--- config.mk ---
export PLATFORM = sky130hd
export DESIGN_NAME = fetch_queue
export DESIGN_NICKNAME = d
export VERILOG_FILES = /design/src/rtl/fetch_queue.sv
export SDC_FILE = /design/constraint.sdc
export NUM_CORES = 1
export LEC_CHECK = 0
export CORE_MARGIN = 1.5
export CORE_UTILIZATION = 60
export CTS_CLUSTER_DIAMETER = 100
export DETAILED_ROUTE_END_ITERATION = 16
export DONT_BUFFER_PORTS = 1
export PLACE_DENSITY = 0.86
export SKIP_CTS_REPAIR_TIMING = 1
export SYNTH_ARGS = -nofsm -noshare
export SYNTH_HDL_FRONTEND = slang
export SYNTH_SLANG_ARGS = --single-unit
--- constraint.sdc ---
create_clock -name clk -period 12.8 [get_ports clk]
set_input_delay 2.56 -clock clk [delete_from_list [all_inputs] [get_ports clk]]
set_output_delay 2.56 -clock clk [all_outputs]
set_load 0.03 [all_outputs]
--- src/rtl/fetch_queue.sv ---
// Instruction-fetch buffer between the PC/instruction-memory stage and decode.
// Show-ahead FIFO of {pc, instr, exc} with valid/ready handshake and flush.
module fetch_queue #(
  parameter int unsigned WIDTH    = 32,
  parameter int unsigned DEPTH    = 4,
  parameter logic [4:0]  EXC_ADEL = 5'd4
) (
  input  logic                       clk,
  input  logic                       reset_n,
  input  logic                       in_valid,
  input  logic [WIDTH-1:0]           in_pc,
  input  logic [WIDTH-1:0]           in_instr,
  input  logic                       in_pc_exp,
  output logic                       in_ready,
  output logic                       out_valid,
  output logic [WIDTH-1:0]           out_pc,
  output logic [WIDTH-1:0]           out_instr,
  output logic                       out_exc,
  output logic [4:0]                 out_exc_code,
  input  logic                       out_ready,
  input  logic                       flush,
  output logic [$clog2(DEPTH):0]     count
);

  localparam int unsigned PtrW = $clog2(DEPTH);
  localparam int unsigned CntW = PtrW + 1;
  localparam logic [CntW-1:0] Full = CntW'(DEPTH);

  logic [WIDTH-1:0] r_pc_mem    [DEPTH];
  logic [WIDTH-1:0] r_instr_mem [DEPTH];
  logic [DEPTH-1:0] r_exc_mem;

  logic [PtrW-1:0] r_rd_ptr, r_wr_ptr;
  logic [CntW-1:0] r_count;

  logic w_push, w_pop;

  always_comb begin
    in_ready  = (r_count != Full);
    out_valid = (r_count != '0);
    w_push    = in_valid & in_ready & ~flush;
    w_pop     = out_valid & out_ready & ~flush;
  end

  // Pointers and occupancy; flush realigns read to write so stale slots vanish.
  always_ff @(posedge clk) begin
    if (!reset_n) begin
      r_rd_ptr <= '0;
      r_wr_ptr <= '0;
      r_count  <= '0;
    end else if (flush) begin
      r_rd_ptr <= r_wr_ptr;
      r_count  <= '0;
    end else begin
      if (w_push) r_wr_ptr <= r_wr_ptr + PtrW'(1);
      if (w_pop)  r_rd_ptr <= r_rd_ptr + PtrW'(1);
      if (w_push && !w_pop)      r_count <= r_count + CntW'(1);
      else if (w_pop && !w_push) r_count <= r_count - CntW'(1);
    end
  end

  always_ff @(posedge clk) begin
    if (!reset_n) begin
      r_exc_mem <= '0;
    end else if (w_push) begin
      r_exc_mem[r_wr_ptr] <= in_pc_exp;
    end
  end

  // An excepting fetch is stored as an all-zero NOP.
  always_ff @(posedge clk) begin
    if (w_push) begin
      r_pc_mem[r_wr_ptr]    <= in_pc;
      r_instr_mem[r_wr_ptr] <= in_pc_exp ? '0 : in_instr;
    end
  end

  always_comb begin
    out_pc       = '0;
    out_instr    = '0;
    out_exc      = 1'b0;
    if (out_valid) begin
      out_pc    = r_pc_mem[r_rd_ptr];
      out_instr = r_instr_mem[r_rd_ptr];
      out_exc   = r_exc_mem[r_rd_ptr];
    end
    out_exc_code = out_exc ? EXC_ADEL : 5'd0;
    count        = r_count;
  end

endmodule

==> flow_summary_export.csv <==
group,metric,value,unit
status,status,"completed",
clocking,cts_max_level,1,
floorplanning,die_area,18600,sq um
floorplanning,ios,145,
logic_synthesis,synthFlopType,"edfxtp_1",
layout,multi_input_area,2480,sq um
detailed_routing,drt_iter0_markers,323,
layout,register_area,7960,sq um
critical_path,crit_chain,"or3_2 -> and2_1",
global_route,grt_pass1_vias,5062,
critical_path,crit_slowest_cell,"or3_2",
global_route,grtUsageTotal,0.200,
floorplanning,die-width,136,um
detailed_routing,postRouteAntennaNets,0,
logic_synthesis,netlist_instances,516,
clocking,clkLatencyLatePin,0.52,ns
placed_design,gp_congestion,0.773,
layout,fin_nets,598,
critical_path,path_class,"flip-flop to output pin",
critical_path,worstPathRequired,10.24,ns
placed_design,dp_slack,7.82,ns
floorplanning,core_area,17300,sq um
clocking,cts_tree,"yes",
placed_design,dp_hpwl,10.2,mm
sta,fin_worst_skew,0.0161,ns
logic_synthesis,yosysSeqAreaShare,0.746,
sta,min_period_over_period,0.426,
sta,tightest_slew,1.22,ns
critical_path,cp.depth,2,
clocking,clockBufferDepth,3,
placed_design,io_buffers,0,
sta,setup_viol,0,
sta,fmax,183,MHz
logic_synthesis,synth-edff-count,256,
detailed_routing,drc,0,
global_route,antenna_found_initial,4,
critical_path,cp_top_family,"simple AND/OR/NAND/NOR gates",
pwr,power.density,159,nW/um^2
sta,setup_tns,0,ns
floorplanning,start_util,0.616,
sta,relSlewSlack,0.188,
critical_path,critPathBufInv,0,
pwr,power,1.84,mW
sta,fin_ws,7.35,ns
logic_synthesis,async_reset_ff_frac,0,
sta,hold_viol,0,
logic_synthesis,synth_warnings,0,
logic_synthesis,syn_avg_cell_area,20.7,sq um
critical_path,startpoint,"count[0]",
critical_path,r2r-start,"count[0]",
critical_path,slowest_delay,1.05,ns
global_route,grt_max_degree,68,
sta,min_period,5.45,ns
sta,slew_viol_final,0,
detailed_routing,wirelength,17.9,mm
layout,drive_gt1_frac,0.195,
pwr,ir_drop,0.130,mV
critical_path,arrival,2.89,ns
sta,rsz0062_at_grt,"no",
layout,area_growth_syn_to_layout,8.53,%
critical_path,worst_setup_path_end_kind,"output pin",
worst_hold_path,holdPathStages,2,
logic_synthesis,syn_area,10700,sq um
detailed_routing,first_pass_iters,4,
pwr,leakagePower,3.66,nW
critical_path,path_max_fanout,67,
clocking,cts.sinks,269,
detailed_routing,wire_per_inst,23.3,um
critical_path,start_kind,"flip-flop",
floorplanning,dieHeight,136,um
logic_synthesis,ys_ff_latch,269,
detailed_routing,vias,4632,
detailed_routing,avgViaCountPerCell,6.02,
logic_synthesis,ys_types,30,
clocking,path_clk_slew,0.06,ns
critical_path,endpoint,"out_exc_code[2]",
critical_path,rr_worst_depth,8,
clocking,clk_root_buffer_cell,"clkbuf_16",
critical_path,r2r_end,"count[2]",
critical_path,reg2reg_slack,9.65,ns
layout,fillers,1082,
global_route,grt_pass1_wl,27.9,mm
clocking,numCtsBuffers,27,
worst_hold_path,hp-class,"flip-flop to flip-flop",
floorplanning,rows,48,
global_route,grt_overflow,0,
flow_run,cap_violations,0,
==> power by group <==
group          total (mW)  internal (mW)  switching, mW
registers            1.00          0.986         0.0165
clock network       0.707          0.408          0.300
logic               0.131         0.0475         0.0834
==> routing by layer <==
layer / share of wire / vias up / global-route usage
li1: - / 2046 / -
met1: 0.39 / 2388 / 0.256
met2: 0.51 / 164 / 0.343
met3: 0.080 / 30 / 0.0526
met4: 0.017 / 4 / 0.0508
met5: 0.0012 / - / 0
==> how the worst min path moves through the flow <==
stage	startpoint	to	slack (ns)
after global routing	r_exc_mem[3]	r_exc_mem[3]	0.51
after CTS	r_exc_mem[1]	r_exc_mem[1]	0.47
after detailed placement	r_exc_mem[1]	r_exc_mem[1]	0.46
after global placement	r_exc_mem[1]	r_exc_mem[1]	0.44
final	r_exc_mem[1]	r_exc_mem[1]	0.47
after floorplan	r_exc_mem[2]	r_exc_mem[2]	0.43
==> state kept, by name (all words and copies together), names as in the netlist, named ones only <==
register / cells
r_rd_ptr: 2
r_pc_mem: 128
r_exc_mem: 4
count: 3
r_instr_mem: 128
r_wr_ptr: 2
==> cells in the final DEF, fill, tap and decap left out <==
| master | count |
|---|---|
| nor2b_1 | 32 |
| nor3b_2 | 1 |
| fa_1 | 1 |
| nand2_1 | 13 |
| inv_1 | 5 |
| xor2_1 | 4 |
| nor3_2 | 3 |
| mux4_2 | 61 |
| buf_4 | 4 |
| o31ai_1 | 1 |
| nand3_1 | 1 |
| diode_2 | 2 |
| clkinv_2 | 3 |
| or3_1 | 1 |
| or3_2 | 1 |
| clkinv_1 | 8 |
| ha_1 | 5 |
| nor3b_1 | 1 |
| and4bb_4 | 1 |
| inv_6 | 1 |
| dfxtp_4 | 2 |
| clkbuf_1 | 9 |
| mux4_1 | 4 |
| clkbuf_16 | 27 |
| and2_1 | 65 |
| o311ai_0 | 1 |
| mux2i_1 | 7 |
| dfxtp_1 | 11 |
| a21oi_1 | 3 |
| nor2_1 | 2 |
| conb_1 | 4 |
| bufinv_16 | 1 |
| edfxtp_1 | 256 |
| o21ai_0 | 3 |
| clkinvlp_4 | 1 |
==> Yosys cell counts (6+ instances only) <==
library cell	n	area, sq um
buf_2	7	35.0
dfxtp_1	13	260
edfxtp_1	256	7690
mux4_2	61	1370
and2_1	65	407
clkbuf_1	10	37.5
buf_12	6	120
nand2_1	13	48.8
mux2i_1	7	70.1
nor2b_1	32	200
==> tightest hold or removal path, stage by stage, from the launching register on <==
cell     delay [ns]
dfxtp_1        0.31
nand2_1        0.05
mux2i_1        0.06
==> stage by stage <==
step	instance area, sq um	util	hold WS [ns]	std cells
global placement	10800	0.622	0.442	718
floorplan	10700	-	0.432	519
detailed placement	10800	0.622	0.460	718
CTS	11600	0.668	0.471	768
finish	11600	0.669	0.469	770
global route	11600	0.669	0.508	770
==> kinds of logic after synthesis <==
group	count (synthesis)	share of synthesized area
AO/OA/AOI/OAI	8	0.00434
XOR/XNOR	4	0.00329
adder cells (fa/ha/maj)	6	0.00775
buffers and inverters	35	0.0249
flip-flops	269	0.746
multiplexers	72	0.145
other	1	0.000352
AND/OR/NAND/NOR	121	0.0683
==> layout make-up <==
cell class | instances | area share
antenna | 2 | 0.000433
clock buffer | 36 | 0.0613
clock inverter | 14 | 0.00790
inverter | 5 | 0.00162
multi-input combinational | 215 | 0.214
sequential | 269 | 0.688
tap | 225 | 0.0243
timing repair buffer | 4 | 0.00260
(Power assumes the default switching activity.)
